==> src/rtl/sdr_init_ref_ctl_if.sv <==
// Command-bus bundle between the init/refresh sequencer and the main SDRAM
// controller: refresh handshake, bus ownership and the command pins.
interface sdr_init_ref_ctl_if;
  logic        ref_req;
  logic        ref_gnt;
  logic        own_bus;
  logic        cmd_cke;
  logic        cmd_cs_n;
  logic        cmd_ras_n;
  logic        cmd_cas_n;
  logic        cmd_we_n;
  logic [1:0]  cmd_ba;
  logic [12:0] cmd_addr;

  modport master (
    output ref_req, own_bus, cmd_cke, cmd_cs_n, cmd_ras_n, cmd_cas_n, cmd_we_n,
           cmd_ba, cmd_addr,
    input  ref_gnt
  );

  modport slave (
    input  ref_req, own_bus, cmd_cke, cmd_cs_n, cmd_ras_n, cmd_cas_n, cmd_we_n,
           cmd_ba, cmd_addr,
    output ref_gnt
  );
endinterface

==> src/rtl/sdr_init_ref_ctl.sv <==
// SDRAM power-up initialisation and periodic auto-refresh sequencer.
// Runs NOP wait, PRECHARGE ALL, NUM_INIT_REF auto refreshes and LOAD MODE,
// then counts refresh periods and borrows the command bus from the main
// controller (req/gnt) to issue the owed refreshes.
module sdr_init_ref_ctl #(
  parameter int INIT_WAIT    = 10000,
  parameter int T_RP         = 3,
  parameter int T_RFC        = 8,
  parameter int T_MRD        = 2,
  parameter int NUM_INIT_REF = 2,
  parameter int REF_INTERVAL = 1560,
  parameter int MAX_PEND     = 7
) (
  input  logic                sdram_clk,
  input  logic                sdram_reset,
  input  logic [12:0]         cfg_mode_reg,
  output logic                init_done,
  output logic                ref_overflow,
  sdr_init_ref_ctl_if.master  bus
);

  localparam int TW = $clog2(INIT_WAIT + T_RP + T_RFC + T_MRD + 1);
  localparam int CW = (NUM_INIT_REF > 1) ? $clog2(NUM_INIT_REF) : 1;
  localparam int RW = $clog2(REF_INTERVAL + 1);
  localparam int PW = $clog2(MAX_PEND + 1);

  localparam logic [3:0] CMD_DESEL = 4'b1111;
  localparam logic [3:0] CMD_NOP   = 4'b0111;
  localparam logic [3:0] CMD_PRE   = 4'b0010;
  localparam logic [3:0] CMD_AR    = 4'b0001;
  localparam logic [3:0] CMD_MRS   = 4'b0000;

  typedef enum logic [3:0] {
    S_INIT_WAIT,
    S_INIT_PRE,
    S_INIT_TRP,
    S_INIT_AR,
    S_INIT_TRFC,
    S_INIT_MRS,
    S_INIT_TMRD,
    S_IDLE,
    S_REQ,
    S_REF_PRE,
    S_REF_TRP,
    S_REF_AR,
    S_REF_TRFC
  } state_t;

  state_t         state, state_nx;
  logic [TW-1:0]  timer, timer_nx;
  logic [CW-1:0]  init_ref_cnt, init_ref_nx;
  logic [RW-1:0]  ref_timer;
  logic [PW-1:0]  pend, pend_nx;
  logic           cke_q;
  logic           ref_wrap;
  logic           pend_dec;
  logic           overflow_set;
  logic [3:0]     cmd_code;

  assign init_done    = (state inside {S_IDLE, S_REQ, S_REF_PRE, S_REF_TRP, S_REF_AR, S_REF_TRFC});
  assign bus.own_bus  = !(state inside {S_IDLE, S_REQ});
  assign bus.ref_req  = (state == S_REQ);
  assign ref_wrap     = init_done && (ref_timer == RW'(REF_INTERVAL - 1));
  assign pend_dec     = (state == S_REF_AR);

  // Pending-refresh bookkeeping: a wrap and an AR in the same cycle cancel out,
  // and a wrap that finds the counter already full is a lost refresh.
  always_comb begin
    pend_nx      = pend;
    overflow_set = 1'b0;
    if (ref_wrap && !pend_dec) begin
      if (pend != PW'(MAX_PEND)) begin
        pend_nx = pend + PW'(1);
      end else begin
        overflow_set = 1'b1;
      end
    end else if (!ref_wrap && pend_dec) begin
      pend_nx = pend - PW'(1);
    end
  end

  // Next-state logic; command states count from their own cycle so a timing
  // value of 1 goes straight to the next command without a wait state.
  always_comb begin
    state_nx    = state;
    timer_nx    = timer;
    init_ref_nx = init_ref_cnt;
    case (state)
      S_INIT_WAIT: begin
        if (cke_q) begin
          if (timer == TW'(INIT_WAIT - 1)) begin
            state_nx = S_INIT_PRE;
            timer_nx = '0;
          end else begin
            timer_nx = timer + TW'(1);
          end
        end
      end
      S_INIT_PRE, S_INIT_TRP: begin
        if (timer == TW'(T_RP - 1)) begin
          state_nx    = S_INIT_AR;
          timer_nx    = '0;
          init_ref_nx = '0;
        end else begin
          state_nx = S_INIT_TRP;
          timer_nx = timer + TW'(1);
        end
      end
      S_INIT_AR, S_INIT_TRFC: begin
        if (timer == TW'(T_RFC - 1)) begin
          timer_nx = '0;
          if (init_ref_cnt == CW'(NUM_INIT_REF - 1)) begin
            state_nx = S_INIT_MRS;
          end else begin
            state_nx    = S_INIT_AR;
            init_ref_nx = init_ref_cnt + CW'(1);
          end
        end else begin
          state_nx = S_INIT_TRFC;
          timer_nx = timer + TW'(1);
        end
      end
      S_INIT_MRS, S_INIT_TMRD: begin
        if (timer == TW'(T_MRD - 1)) begin
          state_nx = S_IDLE;
          timer_nx = '0;
        end else begin
          state_nx = S_INIT_TMRD;
          timer_nx = timer + TW'(1);
        end
      end
      S_IDLE: begin
        timer_nx = '0;
        if (pend_nx != '0) begin
          state_nx = S_REQ;
        end
      end
      S_REQ: begin
        timer_nx = '0;
        if (bus.ref_gnt) begin
          state_nx = S_REF_PRE;
        end
      end
      S_REF_PRE, S_REF_TRP: begin
        if (timer == TW'(T_RP - 1)) begin
          state_nx = S_REF_AR;
          timer_nx = '0;
        end else begin
          state_nx = S_REF_TRP;
          timer_nx = timer + TW'(1);
        end
      end
      S_REF_AR, S_REF_TRFC: begin
        if (timer == TW'(T_RFC - 1)) begin
          timer_nx = '0;
          state_nx = (pend_nx != '0) ? S_REF_AR : S_IDLE;
        end else begin
          state_nx = S_REF_TRFC;
          timer_nx = timer + TW'(1);
        end
      end
      default: begin
        state_nx = S_INIT_WAIT;
        timer_nx = '0;
      end
    endcase
  end

  // Sequencer state, cycle timer and init refresh count.
  always_ff @(posedge sdram_clk or posedge sdram_reset) begin
    if (sdram_reset) begin
      state        <= S_INIT_WAIT;
      timer        <= '0;
      init_ref_cnt <= '0;
      cke_q        <= 1'b0;
    end else begin
      state        <= state_nx;
      timer        <= timer_nx;
      init_ref_cnt <= init_ref_nx;
      cke_q        <= 1'b1;
    end
  end

  // Refresh period timer, pending counter and sticky overflow flag.
  always_ff @(posedge sdram_clk or posedge sdram_reset) begin
    if (sdram_reset) begin
      ref_timer    <= '0;
      pend         <= '0;
      ref_overflow <= 1'b0;
    end else begin
      if (!init_done || ref_wrap) begin
        ref_timer <= '0;
      end else begin
        ref_timer <= ref_timer + RW'(1);
      end
      pend <= pend_nx;
      if (overflow_set) begin
        ref_overflow <= 1'b1;
      end
    end
  end

  // Command decode: one-cycle commands from the command states, NOP filler
  // while this block owns the bus, DESEL otherwise and before cke rises.
  always_comb begin
    cmd_code     = CMD_DESEL;
    bus.cmd_ba   = 2'b00;
    bus.cmd_addr = 13'h0000;
    if (cke_q && bus.own_bus) begin
      cmd_code = CMD_NOP;
      case (state)
        S_INIT_PRE, S_REF_PRE: begin
          cmd_code     = CMD_PRE;
          bus.cmd_addr = 13'h0400;
        end
        S_INIT_AR, S_REF_AR: begin
          cmd_code = CMD_AR;
        end
        S_INIT_MRS: begin
          cmd_code     = CMD_MRS;
          bus.cmd_addr = cfg_mode_reg;
        end
        default: begin
          cmd_code = CMD_NOP;
        end
      endcase
    end
  end

  assign bus.cmd_cke   = cke_q;
  assign bus.cmd_cs_n  = cmd_code[3];
  assign bus.cmd_ras_n = cmd_code[2];
  assign bus.cmd_cas_n = cmd_code[1];
  assign bus.cmd_we_n  = cmd_code[0];

endmodule

==> src/flat_wrapper.sv <==
// flat-port wrapper written by rule: the top's interface ports become plain ports
module sdr_init_ref_ctl_flat 
#(
  parameter int INIT_WAIT    = 10000,
  parameter int T_RP         = 3,
  parameter int T_RFC        = 8,
  parameter int T_MRD        = 2,
  parameter int NUM_INIT_REF = 2,
  parameter int REF_INTERVAL = 1560,
  parameter int MAX_PEND     = 7
)
  (sdram_clk, sdram_reset, cfg_mode_reg, init_done, ref_overflow, bus_ref_req, bus_own_bus, bus_cmd_cke, bus_cmd_cs_n, bus_cmd_ras_n, bus_cmd_cas_n, bus_cmd_we_n, bus_cmd_ba, bus_cmd_addr, bus_ref_gnt);
  sdr_init_ref_ctl_if bus_i ();
  input  logic sdram_clk;
  input  logic sdram_reset;
  input  logic [12:0] cfg_mode_reg;
  output logic init_done;
  output logic ref_overflow;
  output wire logic [$bits(bus_i.ref_req)-1:0] bus_ref_req;
  output wire logic [$bits(bus_i.own_bus)-1:0] bus_own_bus;
  output wire logic [$bits(bus_i.cmd_cke)-1:0] bus_cmd_cke;
  output wire logic [$bits(bus_i.cmd_cs_n)-1:0] bus_cmd_cs_n;
  output wire logic [$bits(bus_i.cmd_ras_n)-1:0] bus_cmd_ras_n;
  output wire logic [$bits(bus_i.cmd_cas_n)-1:0] bus_cmd_cas_n;
  output wire logic [$bits(bus_i.cmd_we_n)-1:0] bus_cmd_we_n;
  output wire logic [$bits(bus_i.cmd_ba)-1:0] bus_cmd_ba;
  output wire logic [$bits(bus_i.cmd_addr)-1:0] bus_cmd_addr;
  input wire logic [$bits(bus_i.ref_gnt)-1:0] bus_ref_gnt;
  assign bus_ref_req = bus_i.ref_req;
  assign bus_own_bus = bus_i.own_bus;
  assign bus_cmd_cke = bus_i.cmd_cke;
  assign bus_cmd_cs_n = bus_i.cmd_cs_n;
  assign bus_cmd_ras_n = bus_i.cmd_ras_n;
  assign bus_cmd_cas_n = bus_i.cmd_cas_n;
  assign bus_cmd_we_n = bus_i.cmd_we_n;
  assign bus_cmd_ba = bus_i.cmd_ba;
  assign bus_cmd_addr = bus_i.cmd_addr;
  assign bus_i.ref_gnt = bus_ref_gnt;
  sdr_init_ref_ctl #(.INIT_WAIT(INIT_WAIT), .T_RP(T_RP), .T_RFC(T_RFC), .T_MRD(T_MRD), .NUM_INIT_REF(NUM_INIT_REF), .REF_INTERVAL(REF_INTERVAL), .MAX_PEND(MAX_PEND)) u_core (.sdram_clk(sdram_clk), .sdram_reset(sdram_reset), .cfg_mode_reg(cfg_mode_reg), .init_done(init_done), .ref_overflow(ref_overflow), .bus(bus_i));
endmodule
==> config.mk <==
export PLATFORM = sky130hd
export DESIGN_NAME = sdr_init_ref_ctl_flat
export DESIGN_NICKNAME = d
export VERILOG_FILES = /design/src/rtl/sdr_init_ref_ctl_if.sv /design/src/rtl/sdr_init_ref_ctl.sv /design/src/flat_wrapper.sv
export SDC_FILE = /design/constraint.sdc
export NUM_CORES = 1
export LEC_CHECK = 0
export CAP_MARGIN = 20
export CORE_ASPECT_RATIO = 2
export CORE_MARGIN = 2
export CORE_UTILIZATION = 49
export DETAILED_ROUTE_END_ITERATION = 8
export GPL_TIMING_DRIVEN = 0
export PLACE_DENSITY = 0.73
export REMOVE_ABC_BUFFERS = 1
export SETUP_SLACK_MARGIN = 0.15
export SLEW_MARGIN = 20
export SYNTH_ARGS = -nofsm -noshare
export SYNTH_HDL_FRONTEND = slang
export SYNTH_SLANG_ARGS = --single-unit
==> constraint.sdc <==
create_clock -name sdram_clk -period 1.9 [get_ports sdram_clk]
set_input_delay 0.19 -clock sdram_clk [delete_from_list [all_inputs] [get_ports sdram_clk]]
set_output_delay 0.19 -clock sdram_clk [all_outputs]
set_load 0.005 [all_outputs]
Word level (Yosys, flattened, before mapping)
Cells that the tools add are included.
{"block": "word_totals", "register_bits": 35, "out_inout_bits": 24}
{"block": "op_classes", "n_addsub": 5, "eq_ne": 24, "mux": 32, "n_reduce_logical": 25}
{"operator": "2-to-1 mux 14 bit", "count": 5}
{"operator": "case mux 14 bit (4 select lines)", "count": 1}
{"operator": "case mux 4 bit (8 select lines)", "count": 1}
{"operator": "2-to-1 mux 4 bit", "count": 7}
{"operator": "case mux 13 bit (2 select lines)", "count": 1}
{"operator": "== test 4 bit, second input constant", "count": 5}
{"operator": "== test 4 x 3 -> 1 bit, second input constant", "count": 4}
{"operator": "2-to-1 mux 3 bit", "count": 5}
{"operator": "adder 14 x 1 -> 14 bit, second input constant", "count": 1}
{"operator": "== test 14 x 1 -> 1 bit, second input constant", "count": 1}
{"operator": "== test 14 bit, second input constant", "count": 1}
{"operator": "== test 14 x 2 -> 1 bit, second input constant", "count": 1}
{"operator": "== test 14 x 3 -> 1 bit, second input constant", "count": 1}
{"operator": "OR reduction 2 bit", "count": 7}
{"operator": "2-to-1 mux 13 bit", "count": 1}
{"operator": "adder 11 x 1 -> 11 bit, second input constant", "count": 1}
{"operator": "== test 11 bit, second input constant", "count": 1}
{"operator": "2-to-1 mux 11 bit", "count": 1}
{"operator": "!= test 2 x 1 -> 1 bit, second input constant", "count": 5}
{"operator": "case mux 3 bit (3 select lines)", "count": 1}
{"operator": "== test 4 x 2 -> 1 bit, second input constant", "count": 2}
{"operator": "2-to-1 mux 1 bit", "count": 8}
{"operator": "OR reduction 4 bit", "count": 2}
{"operator": "nonzero test 6 bit", "count": 1}
{"operator": "15 further kinds", "count": 22}

Longest topological paths before layout
{"block": "logic_depth", "word_depth": 11, "mapped_depth": 8, "depth_no_buf": 7}

Least setup slack after synthesis
OpenSTA, ideal clock, no wires.
{"block": "synth_path", "path_type": "register -> register", "start": "register u_core.ref_timer[0]", "end": "register u_core.state[3]", "setup_time_ps": 124, "arrival_time_ps": 1773, "required_ps": 1776, "slack_ps": 3, "path_stages_with_launch": 8, "n_path_buf": 1, "cell_sequence": "dfrtp_1 > ha_1 > and4bb_1 > and4_1 > buf_6 > a31oi_2 > o32ai_4 > a211o_1"}
{"block": "synth_via", "elab_chain_cells": 10}
{"element": "start, declared", "line_no": "sdr_init_ref_ctl.sv:52", "source": "logic [RW-1:0] ref_timer;"}
{"element": "start signal, assigned", "line_no": "sdr_init_ref_ctl.sv:194", "source": "ref_timer <= ref_timer + RW'(1);"}
{"element": "== test 11 bit *", "line_no": "sdr_init_ref_ctl.sv:63", "source": "assign ref_wrap = init_done && (ref_timer == RW'(REF_INTERVAL - 1));"}
{"element": "logical AND 1 bit *", "line_no": "sdr_init_ref_ctl.sv:63"}
{"element": "logical NOT 1 bit", "line_no": "sdr_init_ref_ctl.sv:77", "source": "end else if (!ref_wrap && pend_dec) begin"}
{"element": "logical AND 1 bit", "line_no": "sdr_init_ref_ctl.sv:77"}
{"element": "2-to-1 mux 3 bit", "line_no": "sdr_init_ref_ctl.sv:77"}
{"element": "2-to-1 mux 3 bit *", "line_no": "sdr_init_ref_ctl.sv:71", "source": "if (ref_wrap && !pend_dec) begin"}
{"element": "via u_core.pend_nx[1]", "line_no": "sdr_init_ref_ctl.sv:53", "source": "logic [PW-1:0] pend, pend_nx;"}
{"element": "nonzero test 3 bit *", "line_no": "sdr_init_ref_ctl.sv:134, sdr_init_ref_ctl.sv:156"}
{"element": "2-to-1 mux 4 bit", "line_no": "sdr_init_ref_ctl.sv:156", "source": "state_nx = (pend_nx != '0) ? S_REF_AR : S_IDLE;"}
{"element": "2-to-1 mux 4 bit", "line_no": "sdr_init_ref_ctl.sv:154", "source": "if (timer == TW'(T_RFC - 1)) begin"}
{"element": "case mux 4 bit (8 select lines)", "line_no": "sdr_init_ref_ctl.sv:88", "source": "case (state)"}
{"element": "end signal, assigned", "line_no": "sdr_init_ref_ctl.sv:177", "source": "state <= state_nx;"}
{"element": "end, declared", "line_no": "sdr_init_ref_ctl.sv:49", "source": "state_t state, state_nx;"}
The timed path passes the listed nets; every way through them passes the cells marked *.
A chain may end at the register's enable or synchronous reset.

Worst setup path in the final report
{"block": "layout_path", "start": "register u_core.state[0]", "end": "register u_core.timer[9]"}
{"block": "layout_via", "elab_chain_cells": 3}
{"element": "== test 4 x 3 -> 1 bit (tied with other cells)", "line_no": "sdr_init_ref_ctl.sv:88"}
{"element": "OR reduction 4 bit (no line) / OR reduction 2 bit (equally long branches)"}
{"element": "case mux 14 bit (4 select lines)", "line_no": "sdr_init_ref_ctl.sv:88"}
{"element": "end signal, assigned", "line_no": "sdr_init_ref_ctl.sv:178", "source": "timer <= timer_nx;"}
{"element": "end, declared", "line_no": "sdr_init_ref_ctl.sv:50", "source": "logic [TW-1:0] timer, timer_nx;"}
Parallel ways exist; a longest one is shown, timed or not.

==> flow_summary.yaml <==
flow_run:
  maxCapViolations: 0
timing:
  final.min_clock_period_ns: 1.99
  setup-violations-final: 24
  clock-skew-final_ns: 0.00555
  totalNegativeSetupSlack_ns: -1.33
  timing.final.max_slew_violations: 0
  fin_ws_ns: -0.0900
  clock.fmax_mhz: 503
  grt_setup_unrepaired: "yes"
  timing.final.crit_share_pct: 105
  slew_headroom_pct: 47.1
  report.final.hold_viol_count: 0
  worst_pin_slew_ns: 0.793
drt:
  dr.pass1.iters: 5
  detail_route.iter0.violations: 128
  avgRoutedWirePerCell_um: 20.4
  detailroute.via_count: 2668
  drt-vias-per-instance: 6.18
  antenna_violating_nets_post_route: 0
  postRouteWirelength_um: 8810
  drc: 0
yosys:
  synth_adder_area_share_pct: 3.26
  synth_compound_area_share_pct: 17.5
  synth.yosys.warnings: 0
  synth_async_sr_flop_share_pct: 100
  synth_cells: 295
  syn_area_um2: 2610
  netlist-cell-type-count: 66
  synth_top_family_by_area: "simple AND/OR/NAND/NOR gates"
  ys_seq_elements: 35
  synth-main-ff-cell: "dfrtp_1"
  synth_xor_area_share_pct: 6.71
  synth_edf_count: 0
  portion_of_the_post_synthesis_area_used_by_sequential_elements_pct: 33.6
  synth_simple_gate_area_share_pct: 30.6
  yosys-mux-area-fraction_pct: 0.815
  syn_avg_cell_area_um2: 8.84
placement:
  numPlacedInstances: 369
  gp_weighted_congestion: 0.837
  post-dp-hpwl_um: 4640
  port_buffers: 37
  dpl_worst_slack_ns: -0.672
clock_network:
  clk_latency_ns: 0.30
  cts_made_buffers: 5
  cts_num_sinks: 35
  clk_root_buffer_cell: "clkbuf_8"
  cts-hold-fix-buffers: 0
  maximum_buffer_depth_of_the_clock_tree: 2
  cts-htree-levels: 2
  clk_transition_reported_paths_ns: 0.08
  cts_tree: "yes"
floorplan:
  floorplan.io_pins: 40
  floorplan.die_area_um2: 5960
  die_height_um: 107
  rows: 37
  start_util_pct: 50.8
  core-area_um2: 5140
  die_width_um: 55.6
pwr:
  swShare_pct: 22.5
  power_leakage_nw: 1.69
  p_sw_w: 0.000321
  power_density_nw_per_um2: 360
  ir_worst_vdd_mv: 0.430
  internal_power_w: 0.00111
  seqPwrFrac_pct: 52.7
  comb_power_share_pct: 3.8
  p_clk_share_pct: 43.5
setup_path:
  start_kind: "flip-flop"
  worst-endpoint-arrival_ns: 2.18
  required_ns: 2.09
  cp_max_fo: 10
  crit_type: "flip-flop to flip-flop"
  cp-endpoint: "u_core.timer[9]"
  worst-r2r-setup-slack_ns: -0.09
  r2r-end: "u_core.timer[9]"
  worstRegToRegCells: 6
  r2r_start: "u_core.state[0]"
  critPathCaptureType: "flip-flop"
  crit_path_start: "u_core.state[0]"
grt:
  antenna_found_initial: 0
  grt_first_pass_wirelength_um: 12600
  grt_max_degree: 36
  grt_remaining_overflow: 0
  number_of_global_route_vias_before_repair: 2579
  track_usage_pct: 27.1
final_layout:
  nNetsFinal: 395
  layoutNonFillerInstCount: 432
  antennaDiodeCount: 0
  fraction_of_layout_cells_with_a_size_suffix_above_1_pct: 47.6
  fill_cells: 323
  syn_to_final_growth_pct: 51.7
min_path:
  hold_path_class: "input pin to asynchronous set/reset pin"
run_status:
  failed_checks: "negative setup slack"
  outcome: "finished with violations"
==> area by class of cell <==
class                           count  area, um^2  area share [%]
Multi-Input combinational cell    228        1940            49.1
Timing Repair Buffer               92         906            22.9
Sequential cell                    35         887            22.4
Clock buffer                        7        96.3            2.43
Tap cell                           58        72.6            1.83
Inverter                           11        45.0            1.14
Clock inverter                      1        7.51           0.190
==> per-layer routing <==
layer | wire (um) | part of all wire (%) | GRT usage, % | up-vias
li1 | - | - | - | 1193
met1 | 2940 | 33 | 26.2 | 1323
met2 | 5080 | 58 | 52.6 | 110
met3 | 338 | 3.8 | 3.50 | 42
met4 | 445 | 5.1 | 15.9 | 0
met5 | 0 | 0 | 0 | -
==> synth_stat cells (7+ instances only) <==
cell type / count / share of area, %
and2_1: 17 / 4.1
nor2b_1: 7 / 1.7
inv_1: 11 / 1.6
nand2_1: 23 / 3.3
a21oi_1: 8 / 1.5
nor2_1: 26 / 3.7
nor3_1: 8 / 1.5
nor2_2: 9 / 2.2
xnor2_1: 14 / 4.7
dfrtp_1: 35 / 34
nand3_1: 13 / 2.5
==> cells by family after synthesis <==
kind of cell | count (synthesis)
multiplexers | 2
buffers and inverters | 33
XOR/XNOR | 20
other | 2
adder cells (fa/ha/maj) | 7
AND/OR/NAND/NOR | 140
flip-flops | 35
AO/OA/AOI/OAI | 56
==> worst max-delay path, stage by stage, from the launching register on <==
cell     delay [ns]
dfrtp_2        0.46
buf_2          0.22
or4_4          0.60
o21ai_4        0.26
nor3_2         0.10
xnor2_1        0.20
nor2_2         0.05
==> sequential cells by signal, indices dropped and copies added, names as in the netlist <==
| signal | count |
|---|---|
| u_core.bus.cmd_cke | 1 |
| u_core.init_ref_cnt | 1 |
| u_core.pend | 3 |
| u_core.ref_overflow | 1 |
| u_core.ref_timer | 11 |
| u_core.state | 4 |
| u_core.timer | 14 |
==> stage by stage <==
stage	hold slack, ns	util, %	total power [W]	cell area (um^2)
floorplan	0.344	-	0.000777	2460
global placement	0.453	56.6	0.000815	2910
detailed placement	0.456	56.7	0.000816	2910
CTS	0.385	70.4	0.00143	3620
global route	0.453	77.0	0.00147	3960
finish	0.361	77.0	0.00143	3960
==> cell usage in the layout, fill, tap and decap left out, drive strengths merged, types with 4 or more instances in the layout <==
cell type	count
buf	71
dfrtp	35
nor2	35
nand2	23
clkdlybuf4s50	17
and2	17
xnor2	14
nand3	13
inv	10
clkbuf	9
o21ai	9
a21oi	8
nor3	8
and3	7
nor2b	7
xor2	6
ha	6
and4	6
o31ai	5
a21o	4
or3	4
nor4	4
a22oi	4
==> how the worst min path moves through the flow <==
stage	end	startpoint	cells past startpoint
final	u_core.timer[1]	sdram_reset	2
after global routing	u_core.ref_timer[9]	sdram_reset	2
after CTS	u_core.timer[13]	sdram_reset	2
after detailed placement	u_core.ref_overflow	u_core.ref_overflow	1
after global placement	u_core.ref_overflow	u_core.ref_overflow	1
after floorplan	u_core.bus.cmd_cke	sdram_reset	1
==> power groups by stage <==
| stage | Clock (W) | Combinational, W | Sequential (W) |
|---|---|---|---|
| 2_1_floorplan | 0 | 0.0000140 | 0.000763 |
| 3_3_place_gp | 0 | 0.0000502 | 0.000765 |
| 3_5_place_dp | 0 | 0.0000514 | 0.000765 |
| 4_1_cts | 0.000622 | 0.0000521 | 0.000751 |
| 5_1_grt | 0.000654 | 0.0000598 | 0.000752 |
| 6_report | 0.000621 | 0.0000543 | 0.000751 |
==> what timing repair did <==
action / in CTS / in global routing
buffers inserted: 44 / 10
endpoints found under the setup margin: 54 / 43
pin swaps: 36 / 53
gates cloned: 1 / 0
resized for setup: 114 / 94
No activity file was read; power rests on OpenSTA's default activity.
